## config.mk

```make
export PLATFORM = sky130hd
export DESIGN_NAME = vic_frame_capture_flat
export DESIGN_NICKNAME = d
export VERILOG_FILES = /design/src/rtl/vic_frame_capture_if.sv /design/src/rtl/vic_frame_capture.sv /design/src/flat_wrapper.sv
export SDC_FILE = /design/constraint.sdc
export NUM_CORES = 1
export LEC_CHECK = 0
export BUFFER_PORTS_ARGS = -buffer_cell sky130_fd_sc_hd__buf_2
export CAP_MARGIN = 10
export CORE_MARGIN = 2
export CORE_UTILIZATION = 45
export DETAILED_ROUTE_END_ITERATION = 8
export SLEW_MARGIN = 20
export SYNTH_ARGS = -nofsm -noshare
export SYNTH_HDL_FRONTEND = slang
export SYNTH_SLANG_ARGS = --single-unit
```

## constraint.sdc

```tcl
create_clock -name clk -period 13.1 [get_ports clk]
set_input_delay 0.655 -clock clk [delete_from_list [all_inputs] [get_ports clk]]
set_output_delay 0.655 -clock clk [all_outputs]
set_load 0.02 [all_outputs]
```

## src/rtl/vic_frame_capture_if.sv

```systemverilog
// Framebuffer write-request bus: address + packed byte with valid/ready.
// Latency: n/a (signal bundle only).
// Backpressure: the master holds wr_addr/wr_data stable while wr_valid & !wr_ready.
interface vic_frame_capture_if #(
    parameter int ADDR_W = 17
);
    logic              wr_valid;
    logic [ADDR_W-1:0] wr_addr;
    logic [7:0]        wr_data;
    logic              wr_ready;

    modport master (output wr_valid, output wr_addr, output wr_data, input wr_ready);
    modport slave  (input wr_valid, input wr_addr, input wr_data, output wr_ready);
endinterface

```

## src/rtl/vic_frame_capture.sv

```systemverilog
// VIC-II capture: crops a visible window, packs two pixels per byte, queues framebuffer writes.
// Latency: byte is valid one clk after the odd pixel's pix_en (FIFO empty).
// Backpressure: FIFO absorbs stalls; a push into a full FIFO without a pop is dropped and flagged.
//
// Ports: clk/rst (async active-low); i_pix_en/i_color/i_hsync/i_vsync video input;
//        wr (master) write-request bus; o_locked, o_overflow, o_frame_cnt, o_frame_done status.

// Generic first-word-fall-through FIFO. Accepts a push when full if a pop happens the same clk.
module vic_frame_capture_fifo #(
    parameter int WIDTH = 25,
    parameter int DEPTH = 8
) (
    input  logic             clk,
    input  logic             rst,
    input  logic             push_vld,
    input  logic [WIDTH-1:0] push_dat,
    output logic             push_acc,
    output logic             pop_vld,
    output logic [WIDTH-1:0] pop_dat,
    input  logic             pop_rdy
);
    localparam int PTR_W = (DEPTH > 1) ? $clog2(DEPTH) : 1;

    logic [PTR_W-1:0] wr_ptr_q, wr_ptr_d, rd_ptr_q, rd_ptr_d;
    logic [PTR_W:0]   cnt_q, cnt_d;
    logic [WIDTH-1:0] mem_q [DEPTH];
    logic             full, pop;

    always_comb begin
        full     = (cnt_q == (PTR_W+1)'(DEPTH));
        pop_vld  = (cnt_q != '0);
        pop      = pop_vld & pop_rdy;
        push_acc = push_vld & (!full | pop);
        // Gate with valid so the idle bus reads as zero rather than stale RAM.
        pop_dat  = pop_vld ? mem_q[rd_ptr_q] : '0;
        wr_ptr_d = push_acc ? wr_ptr_q + PTR_W'(1) : wr_ptr_q;
        rd_ptr_d = pop ? rd_ptr_q + PTR_W'(1) : rd_ptr_q;
        cnt_d    = cnt_q;
        if (push_acc && !pop) cnt_d = cnt_q + (PTR_W+1)'(1);
        if (!push_acc && pop) cnt_d = cnt_q - (PTR_W+1)'(1);
    end

    always_ff @(posedge clk or negedge rst) begin
        if (!rst) begin
            wr_ptr_q <= '0;
            rd_ptr_q <= '0;
            cnt_q    <= '0;
        end else begin
            wr_ptr_q <= wr_ptr_d;
            rd_ptr_q <= rd_ptr_d;
            cnt_q    <= cnt_d;
        end
    end

    always_ff @(posedge clk) begin
        if (push_acc) mem_q[wr_ptr_q] <= push_dat;
    end
endmodule

module vic_frame_capture #(
    parameter logic [8:0] H_START    = 9'd100,
    parameter logic [8:0] H_WIDTH    = 9'd384,
    parameter logic [8:0] V_START    = 9'd16,
    parameter logic [8:0] V_HEIGHT   = 9'd272,
    parameter int         ADDR_W     = 17,
    parameter int         FIFO_DEPTH = 8
) (
    input  logic                   clk,
    input  logic                   rst,
    input  logic                   i_pix_en,
    input  logic [3:0]             i_color,
    input  logic                   i_hsync,
    input  logic                   i_vsync,
    vic_frame_capture_if.master    wr,
    output logic                   o_locked,
    output logic                   o_overflow,
    output logic [7:0]             o_frame_cnt,
    output logic                   o_frame_done
);
    localparam int               MAX_ADDR_I = int'(H_WIDTH) * int'(V_HEIGHT) / 2 - 1;
    localparam logic [ADDR_W-1:0] MAX_ADDR  = ADDR_W'(MAX_ADDR_I);
    localparam logic [9:0]       H_END      = {1'b0, H_START} + {1'b0, H_WIDTH};
    localparam logic [9:0]       V_END      = {1'b0, V_START} + {1'b0, V_HEIGHT};

    logic [8:0]        h_q, h_d, v_q, v_d;
    logic [3:0]        hi_q, hi_d;
    logic              pend_q, pend_d;
    logic [ADDR_W-1:0] addr_q, addr_d;
    logic              locked_q, locked_d;
    logic              ovf_q, ovf_d;
    logic [7:0]        fcnt_q, fcnt_d;
    logic              done_q, done_d;

    logic [8:0]        h_cur, v_cur;
    logic              vs_smp, in_win, capture, h_odd;
    logic              push_vld, push_acc;
    logic [ADDR_W+7:0] push_dat, pop_dat;

    always_comb begin
        vs_smp = i_pix_en & i_hsync & i_vsync;

        // Position of the current sample; both counters saturate at 511.
        h_cur = i_hsync ? 9'd0 : ((h_q == 9'd511) ? h_q : h_q + 9'd1);
        if (i_hsync && i_vsync) v_cur = 9'd0;
        else if (i_hsync)       v_cur = (v_q == 9'd511) ? v_q : v_q + 9'd1;
        else                    v_cur = v_q;

        in_win  = (h_cur >= H_START) && ({1'b0, h_cur} < H_END) &&
                  (v_cur >= V_START) && ({1'b0, v_cur} < V_END);
        // Only parity of (h - H_START) matters for even/odd.
        h_odd   = h_cur[0] ^ H_START[0];
        capture = i_pix_en & (locked_q | vs_smp) & in_win;

        h_d      = i_pix_en ? h_cur : h_q;
        v_d      = i_pix_en ? v_cur : v_q;
        hi_d     = hi_q;
        pend_d   = pend_q;
        addr_d   = addr_q;
        locked_d = locked_q | vs_smp;
        fcnt_d   = (vs_smp && locked_q) ? fcnt_q + 8'd1 : fcnt_q;
        push_vld = 1'b0;
        push_dat = {addr_q, hi_q, i_color};

        if (i_pix_en && i_hsync) pend_d = 1'b0;
        if (vs_smp)              addr_d = '0;

        if (capture && !h_odd) begin
            hi_d   = i_color;
            pend_d = 1'b1;
        end else if (capture && h_odd && pend_q) begin
            push_vld = 1'b1;
            pend_d   = 1'b0;
            // Counts attempts, not acceptances, so addresses stay positional after drops.
            addr_d   = addr_q + ADDR_W'(1);
        end

        ovf_d = ovf_q;
        if (vs_smp)                ovf_d = 1'b0;
        if (push_vld && !push_acc) ovf_d = 1'b1;

        done_d = wr.wr_valid & wr.wr_ready & (wr.wr_addr == MAX_ADDR);
    end

    always_ff @(posedge clk or negedge rst) begin
        if (!rst) begin
            h_q      <= '0;
            v_q      <= '0;
            hi_q     <= '0;
            pend_q   <= 1'b0;
            addr_q   <= '0;
            locked_q <= 1'b0;
            ovf_q    <= 1'b0;
            fcnt_q   <= '0;
            done_q   <= 1'b0;
        end else begin
            h_q      <= h_d;
            v_q      <= v_d;
            hi_q     <= hi_d;
            pend_q   <= pend_d;
            addr_q   <= addr_d;
            locked_q <= locked_d;
            ovf_q    <= ovf_d;
            fcnt_q   <= fcnt_d;
            done_q   <= done_d;
        end
    end

    vic_frame_capture_fifo #(
        .WIDTH (ADDR_W + 8),
        .DEPTH (FIFO_DEPTH)
    ) u_fifo (
        .clk      (clk),
        .rst      (rst),
        .push_vld (push_vld),
        .push_dat (push_dat),
        .push_acc (push_acc),
        .pop_vld  (wr.wr_valid),
        .pop_dat  (pop_dat),
        .pop_rdy  (wr.wr_ready)
    );

    assign wr.wr_addr   = pop_dat[ADDR_W+7:8];
    assign wr.wr_data   = pop_dat[7:0];
    assign o_locked     = locked_q;
    assign o_overflow   = ovf_q;
    assign o_frame_cnt  = fcnt_q;
    assign o_frame_done = done_q;
endmodule

```

## src/flat_wrapper.sv

```systemverilog
// flat-port wrapper written by rule: the top's interface ports become plain ports
module vic_frame_capture_flat 
#(
    parameter logic [8:0] H_START    = 9'd100,
    parameter logic [8:0] H_WIDTH    = 9'd384,
    parameter logic [8:0] V_START    = 9'd16,
    parameter logic [8:0] V_HEIGHT   = 9'd272,
    parameter int         ADDR_W     = 17,
    parameter int         FIFO_DEPTH = 8
)
  (clk, rst, i_pix_en, i_color, i_hsync, i_vsync, o_locked, o_overflow, o_frame_cnt, o_frame_done, wr_wr_valid, wr_wr_addr, wr_wr_data, wr_wr_ready);
  vic_frame_capture_if #(.ADDR_W(ADDR_W)) wr_i ();
  input  logic clk;
  input  logic rst;
  input  logic i_pix_en;
  input  logic [3:0] i_color;
  input  logic i_hsync;
  input  logic i_vsync;
  output logic o_locked;
  output logic o_overflow;
  output logic [7:0] o_frame_cnt;
  output logic o_frame_done;
  output wire logic [$bits(wr_i.wr_valid)-1:0] wr_wr_valid;
  output wire logic [$bits(wr_i.wr_addr)-1:0] wr_wr_addr;
  output wire logic [$bits(wr_i.wr_data)-1:0] wr_wr_data;
  input wire logic [$bits(wr_i.wr_ready)-1:0] wr_wr_ready;
  assign wr_wr_valid = wr_i.wr_valid;
  assign wr_wr_addr = wr_i.wr_addr;
  assign wr_wr_data = wr_i.wr_data;
  assign wr_i.wr_ready = wr_wr_ready;
  vic_frame_capture #(.H_START(H_START), .H_WIDTH(H_WIDTH), .V_START(V_START), .V_HEIGHT(V_HEIGHT), .ADDR_W(ADDR_W), .FIFO_DEPTH(FIFO_DEPTH)) u_core (.clk(clk), .rst(rst), .i_pix_en(i_pix_en), .i_color(i_color), .i_hsync(i_hsync), .i_vsync(i_vsync), .wr(wr_i), .o_locked(o_locked), .o_overflow(o_overflow), .o_frame_cnt(o_frame_cnt), .o_frame_done(o_frame_done));
endmodule
```

# Word level (Yosys, flattened, before mapping)
# Memories as Yosys holds them, arrays and structs flattened.
# Index checks and enable logic that the tools add are counted.
[totals] register_bits=61 mem_bits_rw=200 in_bits=10 output_inout_bits=37 elab_cells=78 n_memories=1
[mem_list] memory="u_core.u_fifo.mem_q" depth=8 word_bits=25 read_ports=1 rd_ports_with_merged_regs=0 write_ports=1 line="vic_frame_capture.sv:26" rtl="logic [WIDTH-1:0] mem_q [DEPTH];"
[classes] addsub=8 n_lt_le_gt_ge=4 eq_ne=4 mux=20 bitwise_logic=9 reduce_logical=20
[op_table] op="$mux 17" count=3
[op_table] op="$mux 9" count=5
[op_table] op="$mux 25" count=1
[op_table] op="$add 9x1->9 const B" count=2
[op_table] op="$eq 9x9->1 const B" count=2
[op_table] op="$lt 9x9->1 const B" count=2
[op_table] op="$add 17x1->17 const B" count=1
[op_table] op="$eq 17x16->1 const B" count=1
[op_table] op="$logic_and 1x1->1" count=12
[op_table] op="$ge 9x5->1 const B" count=1
[op_table] op="$ge 9x7->1 const B" count=1
[op_table] op="$mux 1" count=9
[op_table] op="$add 8x1->8 const B" count=1
[op_table] op="$mux 4" count=2
[op_table] op="$and 1x1->1" count=7
[op_table] op="$add 3x1->3 const B" count=2
[op_table] op="$add 4x1->4 const B" count=1
[op_table] op="$eq 4x4->1 const B" count=1
[op_table] op="$logic_not 1->1" count=4
[op_table] op="$reduce_bool 2->1" count=2
[op_table] op="$reduce_bool 4->1" count=1
[op_table] op="$sub 4x1->4 const B" count=1
[op_table] op="$reduce_bool 3->1" count=1
[op_table] op="$or 1x1->1" count=2

# Longest topological paths before layout
# Gate-level depths: netlist of run 1.
[logic_depth] depth_word=16 depth_mapped=19 ltp_nobuf=16

# By module
# A second synthesis of run 1 with hierarchy kept.
[hier_totals] cells_unflattened=724 hier_area_um2=11317.1
[modules_own_cells] mod="vic_frame_capture_fifo" instances=1 cells_each=382 area_per_inst_um2=8216.6 seq_area_each_um2=6256.0
[modules_own_cells] mod="vic_frame_capture" instances=1 cells_each=342 area_per_inst_um2=3100.5 seq_area_each_um2=1276.2

# Worst setup path after synthesis of run 1
# OpenSTA, ideal clock, no wires.
[synth_path] kind="register to register" startpoint="register u_core.v_q[0]" endpoint="memory u_core.u_fifo.mem_q[0][0], enable pin" setup_ps=470 arrival_ps=4845 required_ps=12630 setup_slack_ps=7785 stages_incl_launch_ff=12 path_buffers=2 synth_period_minus_slack_ps=5315 cell_sequence="dfrtp_1 ha_1 and4_1 buf_2 a2111oi_2 nor3_1 o31a_1 and4bb_1 and3_1 buf_2 nand2_1 nor4_1"
[synth_via] elab_chain_cells=15 elab_cells_between_ends=18 classes_between="add/sub (1); order compare (2); eq/ne (1); mux (7); bitwise (2); reduce/logical (5)"
[synth_rtl] item="start: declaration" line="vic_frame_capture.sv:85" rtl="logic [8:0] h_q, h_d, v_q, v_d;"
[synth_rtl] item="start signal: assignment" line="vic_frame_capture.sv:157" rtl="v_q <= v_d;"
[synth_rtl] item="$add 9x1->9 / $eq 9x9->1 (equally long branches)" line="vic_frame_capture.sv:105" rtl="else if (i_hsync) v_cur = (v_q == 9'd511) ? v_q : v_q + 9'd1;"
[synth_rtl] item="$mux 9" line="vic_frame_capture.sv:105"
[synth_rtl] item="$mux 9 *" line="vic_frame_capture.sv:105"
[synth_rtl] item="$mux 9 *" line="vic_frame_capture.sv:104" rtl="if (i_hsync && i_vsync) v_cur = 9'd0;"
[synth_rtl] item="$ge 9x5->1" line="vic_frame_capture.sv:109" rtl="(v_cur >= V_START) && ({1'b0, v_cur} < V_END);"
[synth_rtl] item="$logic_and 1x1->1" line="vic_frame_capture.sv:108" rtl="in_win = (h_cur >= H_START) && ({1'b0, h_cur} < H_END) &&"
[synth_rtl] item="$logic_and 1x1->1 *" line="vic_frame_capture.sv:109"
[synth_rtl] item="$and 1x1->1 *" line="vic_frame_capture.sv:112" rtl="capture = i_pix_en & (locked_q | vs_smp) & in_win;"
[synth_rtl] item="$logic_and 1x1->1 (2 in a row)" line="vic_frame_capture.sv:130" rtl="end else if (capture && h_odd && pend_q) begin"
[synth_rtl] item="$mux 1" line="vic_frame_capture.sv:130"
[synth_rtl] item="$mux 1 *" line="vic_frame_capture.sv:127" rtl="if (capture && !h_odd) begin"
[synth_rtl] item="$and 1x1->1 *" line="vic_frame_capture.sv:33" rtl="push_acc = push_vld & (!full | pop);"
[synth_rtl] item="$mux 1 *" line="vic_frame_capture.sv:56" rtl="if (push_acc) mem_q[wr_ptr_q] <= push_dat;"
[synth_rtl] item="$mux 1 (not written as such) *" line="vic_frame_capture.sv:56"
[synth_rtl] item="end: declaration" line="vic_frame_capture.sv:26"
# Mark *: on every way between the ends. The rest lies on a longest branch, timed or not.

# Worst setup path after layout of run 1
[layout_path] startpoint="register u_core.v_q[0]" endpoint="register u_core.u_fifo.cnt_q[3]"
[layout_via] elab_chain_cells=16 elab_cells_between_ends=21 classes_between="add/sub (1); order compare (2); eq/ne (1); mux (6); bitwise (2); reduce/logical (9)"
[layout_rtl] item="$add 9x1->9 / $eq 9x9->1 (equally long branches)" line="vic_frame_capture.sv:105"
[layout_rtl] item="$mux 9" line="vic_frame_capture.sv:105"
[layout_rtl] item="$mux 9 *" line="vic_frame_capture.sv:105"
[layout_rtl] item="$mux 9 *" line="vic_frame_capture.sv:104"
[layout_rtl] item="$ge 9x5->1" line="vic_frame_capture.sv:109"
[layout_rtl] item="$logic_and 1x1->1" line="vic_frame_capture.sv:108"
[layout_rtl] item="$logic_and 1x1->1 *" line="vic_frame_capture.sv:109"
[layout_rtl] item="$and 1x1->1 *" line="vic_frame_capture.sv:112"
[layout_rtl] item="$logic_and 1x1->1 (2 in a row)" line="vic_frame_capture.sv:130"
[layout_rtl] item="$mux 1" line="vic_frame_capture.sv:130"
[layout_rtl] item="$mux 1 *" line="vic_frame_capture.sv:127"
[layout_rtl] item="$and 1x1->1 *" line="vic_frame_capture.sv:33"
[layout_rtl] item="$logic_not 1->1" line="vic_frame_capture.sv:40" rtl="if (!push_acc && pop) cnt_d = cnt_q - (PTR_W+1)'(1);"
[layout_rtl] item="$logic_and 1x1->1" line="vic_frame_capture.sv:40"
[layout_rtl] item="$mux 4 / $reduce_bool 2->1 (equally long branches)"
[layout_rtl] item="end signal: assignment" line="vic_frame_capture.sv:51" rtl="cnt_q <= cnt_d;"
[layout_rtl] item="end: declaration" line="vic_frame_capture.sv:25" rtl="logic [PTR_W:0] cnt_q, cnt_d;"
# Marks and branches as above.
# A chain may end at the register's enable or synchronous reset.

==> results of run 1 <==
[registers in the layout, summed over array words and instances, names as in the netlist]
register                count
u_core.u_fifo.mem_q       200
u_core.addr_q              17
u_core.h_q                  9
u_core.v_q                  9
u_core.o_frame_cnt          8
u_core.hi_q                 4
u_core.u_fifo.cnt_q         4
u_core.u_fifo.rd_ptr_q      3
u_core.u_fifo.wr_ptr_q      3
u_core.o_frame_done         1
u_core.o_locked             1
u_core.o_overflow           1
u_core.pend_q               1
[layout make-up]
| cell class | instances | area share [%] |
|---|---|---|
| clock buffers | 35 | 5.636 |
| clock inverters | 13 | 0.4797 |
| inverters | 14 | 0.4197 |
| multi-input cells | 406 | 27.31 |
| flip-flops and latches | 261 | 60.20 |
| well taps | 324 | 3.238 |
| repair buffers | 59 | 2.718 |
[kinds of logic (layout without fill, tap and decap cells)]
kind of cell / Yosys count / count (layout) / share of synthesized area (%)
adder cells (fa/ha/maj): 9 / 9 / 1.081
AND/OR/NAND/NOR: 203 / 203 / 9.008
XOR/XNOR: 16 / 16 / 1.261
AO/OA/AOI/OAI: 90 / 90 / 5.416
multiplexers: 88 / 88 / 13.65
flip-flops: 261 / 261 / 67.79
buffers and inverters: 50 / 121 / 1.802
[worst max-delay path: stages, from the launching register on]
cell	delay, ns
dfrtp_1	0.43
ha_1	0.27
and4_1	0.27
a2111oi_2	0.40
nor3_1	0.12
o31a_1	0.33
and4bb_1	0.31
nand3_2	0.40
nand2_1	0.27
inv_1	0.09
ha_1	0.28
a21o_1	0.19
a21oi_1	0.19
nor2_1	0.06
nand4_1	0.12
o22ai_1	0.10
xnor2_1	0.16
[report_power, final]
group	switching (uW)	internal (uW)
sequential	59.8	907
clock	294	377
combinational	201	169
[layer usage]
layer	up-vias	share of wire, %	GRT usage [%]
met1	3186	44	24.43
met2	172	49	30.36
met5	-	0	0
li1	2927	-	-
met3	19	5.8	3.107
met4	0	0.96	3.369
[cells in the final DEF, fill, tap and decap left out, types with 4 or more instances in the layout]
cell and count:
dfrtp_1 59, clkbuf_16 27, nand4_1 15, xnor2_1 14
edfxtp_1 200, nand3_1 26, a211o_1 6, buf_2 46
and4_1 6, nor3b_1 6, clkinv_1 6, o21ai_0 15
clkbuf_1 8, mux2i_1 30, nand2_1 49, nor2_1 48
nor3_1 13, mux2_2 8, a31oi_1 8, o22ai_1 5
buf_4 12, a21oi_1 26, clkinv_2 6, mux4_2 50
nor3_2 4, ha_1 8, nor4_1 4, inv_1 14
and3_1 12
[worst paths after layout]
kind	from	to	slack (ns)	cells after the start
max in group asynchronous	rst	u_core.u_fifo.rd_ptr_q[0]$_DFFE_PN0P_	12.10	2
worst max register to register	u_core.v_q[0]$_DFFE_PN0P_	u_core.u_fifo.cnt_q[3]$_DFFE_PN0P_	8.99	16
worst min-delay path	rst	u_core.o_frame_cnt[1]$_DFFE_PN0P_	0.32	2
worst max-delay path	u_core.v_q[0]$_DFFE_PN0P_	u_core.u_fifo.cnt_q[3]$_DFFE_PN0P_	8.99	16
worst min register to register	u_core.o_overflow$_DFFE_PN0P_	u_core.o_overflow$_DFFE_PN0P_	0.49	2
min in group clk	i_color[2]	u_core.u_fifo.mem_q[7][2]$_DFFE_PP_	0.42	1
[stage by stage]
step	utilization, %	setup slack [ns]	instance area, um^2
after floorplan	-	7.785	11110
after global placement	48.40	9.059	11740
after detailed placement	48.40	8.903	11740
after CTS	51.55	8.988	12500
after global routing	51.64	8.729	12520
final	51.64	8.994	12520
==> run metrics, run 1 <==
die area 25,970 um^2; worst slew pin tran 0.8659 ns; CTS root buffer clkbuf_16; WP data required 13.50 ns; largest net degree at the start of global routing 62; FFs w/ async S/R, synth 23.37%; clk buf depth 3; Mapped Nets 736; FMAX 243.5 MHz; layout cells sized above 1 21.19%; number of global-route vias before repair 6,518; fin cells 1,112; grt total ovfl 0; Post-Place Cells 1,063; Top Ports 47; Clock Sinks 261; postcts setup bufs 0; CTS-repair resized insts 0; yosys warns 0; Mapped Area 11,110 um^2; WL final 22.79 mm; Max rail drop VDD 0.0001035 V; Worst Setup Path Type register to register; slew margin rel. 42.27%; most frequent cell after synthesis edfxtp_1; Synth top cells by count edfxtp_1, dfrtp_1, nor2_1; area of the multi-input gates 3420 um^2; Nets 788; via count 6,304; Syn-to-layout area delta 12.68%; Inserted Clock Buffers 27; share of the synthesized area in the top cell type 54.05%; DRC 0; static leakage 0.004765 uW; Setup TNS Final 0 ns; minimum clock period 4.106 ns; HPWL Detailed 13.54 mm; Tot GR Track Use 17.79%; TritonCTS clock tree built; period utilization 31.34%; Critical Path AT 4.50 ns; share of the yosys chip area belonging to registers 67.79%; Die Ht 161.1 um; H-tree depth 1; Max Cap Viol 0; RSZ-0062 raised after global routing false; drt first-iter violations 516; GP Congestion 0.7905; DR vias/cell 5.669; CP max FO 26; antenna diode count 0; synthesis-stage register bit count 261; Yosys top cell by area edfxtp_1; Setup-failing EPs final 0; first-pass GRT wire length 36.04 mm; total power draw 2007 uW; Pwr Density 160.3 nW/um^2; DR WL/cell 20.49 um; ANT nets after route 0; Initial Util 45.83%; skew final 0.01336 ns; fin. max-slew vios 0; FP Rows 57; Post-Synthesis Mean Instance Area 15.50 um^2; FILL cells 2,042; drt first pass iters 6; FF+latch area 7537 um^2; Die X 161.1 um; post-synth cell types 56; port buffer count 46; initial antenna violation count 0; hold buffers post-CTS 0; ys flop type edfxtp_1; dominant cells by area after synthesis edfxtp_1, dfrtp_1, mux4_2; endpoints failing hold 0; Hold WS 0.3220 ns; Worst Hold Class primary input to asynchronous set/reset pin; Reg clk slew, reported paths 0.06 ns; startpoint types register; Clk Latency, worst-skew pair 0.52 ns; outcome complete, no violations; CP Capture Type register; EDFF count, synth 200; core area 24,250 um^2; Post-Synthesis Cells 717
(Power assumes the default switching activity.)
==> run 2, diff against run 1 <==
==> constraint.sdc (replaced) <==
create_clock -name clk -period 3.7 [get_ports clk]
set_input_delay 0.185 -clock clk [delete_from_list [all_inputs] [get_ports clk]]
set_output_delay 0.185 -clock clk [all_outputs]
set_load 0.02 [all_outputs]
==> run 2 against run 1 <==
Against the previous run:
- final area grew 3.0%
- sequential share of layout area shrank 1.7 points
- clock skew grew 0.0080 ns
- sequential cell count is the same
- cell count grew 1.5%
- wire length grew 0.83%
- first-iteration DRC count shrank 20%
- worst hold slack lost 0.22 ns
- critical path depth is the same
- worst setup slack lost 8.8 ns
- global-route usage grew 0.23 points
==> run metrics, run 2 (synthesized netlist as in run 1, its figures left out) <==
outcome complete, no violations; Inserted Clock Buffers 27; Top Ports 47; commonest non-fill, non-tap cell in the layout edfxtp_1; commonest non-fill, non-tap cells in the layout edfxtp_1, dfrtp_1, mux4_2; GP Congestion 0.8004; WL final 22.98 mm; HPWL Detailed 14.25 mm; layout cells sized above 1 22.61%; startpoint types register; slew margin rel. 38.20%; Hold WS 0.1020 ns; Biggest register u_core.u_fifo.mem_q; crit path cell chain ha_2 > and4_1 > a2111oi_2 > nor3_1 > o31a_1 > and4bb_1 > nand3_2 > nand2_1 > inv_1 > ha_1 > a21o_1 > a21oi_2 > nor2_1 > nand4_1 > o22ai_1 > xnor2_1; via count 6,491; Clk pwr share 35.8%; clk buf depth 3; skew final 0.02135 ns; DRC 0; Pwr Density 572.8 nW/um^2; Die X 161.1 um; Setup-failing EPs final 0; CP Capture Type register; grt total ovfl 0; CTS root buffer clkbuf_16; largest net degree at the start of global routing 38; number of global-route vias before repair 6,599; TritonCTS clock tree built; crit-path max cell delay 0.43 ns; Reg clk slew, reported paths 0.06 ns; drt first-iter violations 415; core area 24,250 um^2; post-route cell area 12,890 um^2; first-pass GRT wire length 36.43 mm; DR WL/cell 20.35 um; initial antenna violation count 0; Die Ht 161.1 um; Max rail drop VDD 0.0003041 V; Crit-path slowest cell dfrtp_1; WP data required 4.13 ns; port buffer count 46; Syn-to-layout area delta 16.01%; Tot GR Track Use 18.01%; dpl cell area 11,950 um^2; die area 25,970 um^2; drt first pass iters 6; Worst Setup Path Type register to register; Worst Hold Class primary input to register; postcts setup bufs 0; Largest regs u_core.u_fifo.mem_q (200), u_core.addr_q (17); DR vias/cell 5.749; endpoints failing hold 0; Clk Latency, worst-skew pair 0.55 ns; max FFs per register 200; Critical Path AT 3.93 ns; Switch Pwr 2031 uW; Initial Util 45.83%; Nets 803; H-tree depth 1; Max Cap Viol 0; ANT nets after route 0; internal power 5354 uW; worst slew pin tran 0.9269 ns; FP Rows 57; RSZ-0062 raised after global routing false; Clock Sinks 261; sequential share of power 46.9%; minimum clock period 3.502 ns; antenna diode count 0; combinational fraction of design power 17.3%; Sw Share 27.50%; CP max FO 7; FMAX 285.6 MHz; period utilization 94.65%; fin. max-slew vios 0; static leakage 0.004886 uW
run 2: routing by layer:
metal | global-route usage, % | vias up | wire (um)
met4 | 4.302 | 0 | 458
met5 | 0 | - | 0
met1 | 24.01 | 3349 | 9954
met2 | 31.41 | 155 | 11530
li1 | - | 2951 | -
met3 | 2.773 | 36 | 1032
run 2: through the flow:
stage | power (uW) | worst slack (ns) | util (%) | cells | setup TNS, ns
2_1_floorplan | 4425 | -0.1077 | - | 717 | -14.03
3_3_place_gp | 4791 | 0.3037 | 49.27 | 1072 | 0
3_5_place_dp | 4816 | 0.2076 | 49.27 | 1072 | 0
4_1_cts | 7466 | 0.1935 | 53.15 | 1129 | 0
5_1_grt | 7708 | 0.02227 | 53.16 | 1129 | 0
6_report | 7385 | 0.1980 | 53.16 | 1129 | 0
run 2: area by class of cell:
class                           count  area [um^2]
Timing Repair Buffer               74        558.0
Clock inverter                     15        145.1
Multi-Input combinational cell    406         3467
Inverter                           14        52.55
Clock buffer                       35        725.7
Fill cell                        1985        11360
Sequential cell                   261         7537
Tap cell                          324        405.4
run 2: worst max-delay path: cells and delay by family, from the launching register on:
kind,cells,cell delay [ns]
AOI/OAI and AO/OA,5,1.17
and+or+nand+nor,7,1.07
adders and majority gates,2,0.52
DFF,1,0.43
xor gates and xnor gates,1,0.13
buffers and inverters,1,0.07
run 2: timing repair:
item / 4_1_cts / 5_1_grt
hold buffers: 7 / 0
endpoints found under the setup margin: 0 / 1
resized for setup: 0 / 1
hold endpoints to repair: 76 / 0
run 2: final timing paths:
kind,start,endpoint,slack [ns],cells past startpoint
setup reg to reg,u_core.v_q[0]$_DFFE_PN0P_,u_core.u_fifo.cnt_q[3]$_DFFE_PN0P_,0.20,16
hold reg to reg,u_core.o_frame_cnt[7]$_DFFE_PN0P_,u_core.o_frame_cnt[7]$_DFFE_PN0P_,0.47,1
hold / removal,i_hsync,u_core.h_q[8]$_DFFE_PN0P_,0.10,3
min in group asynchronous,rst,u_core.o_frame_cnt[2]$_DFFE_PN0P_,0.32,2
max in group asynchronous,rst,u_core.addr_q[1]$_DFF_PN0_,2.48,3
setup / recovery,u_core.v_q[0]$_DFFE_PN0P_,u_core.u_fifo.cnt_q[3]$_DFFE_PN0P_,0.20,16
run 2: power by group through the flow:
stage / Combinational [uW] / Sequential [uW] / Clock [uW]
5_1_grt: 1400 / 3490 / 2820
2_1_floorplan: 1060 / 3360 / 0
3_3_place_gp: 1270 / 3520 / 0
3_5_place_dp: 1290 / 3530 / 0
4_1_cts: 1300 / 3470 / 2700
6_report: 1280 / 3460 / 2640
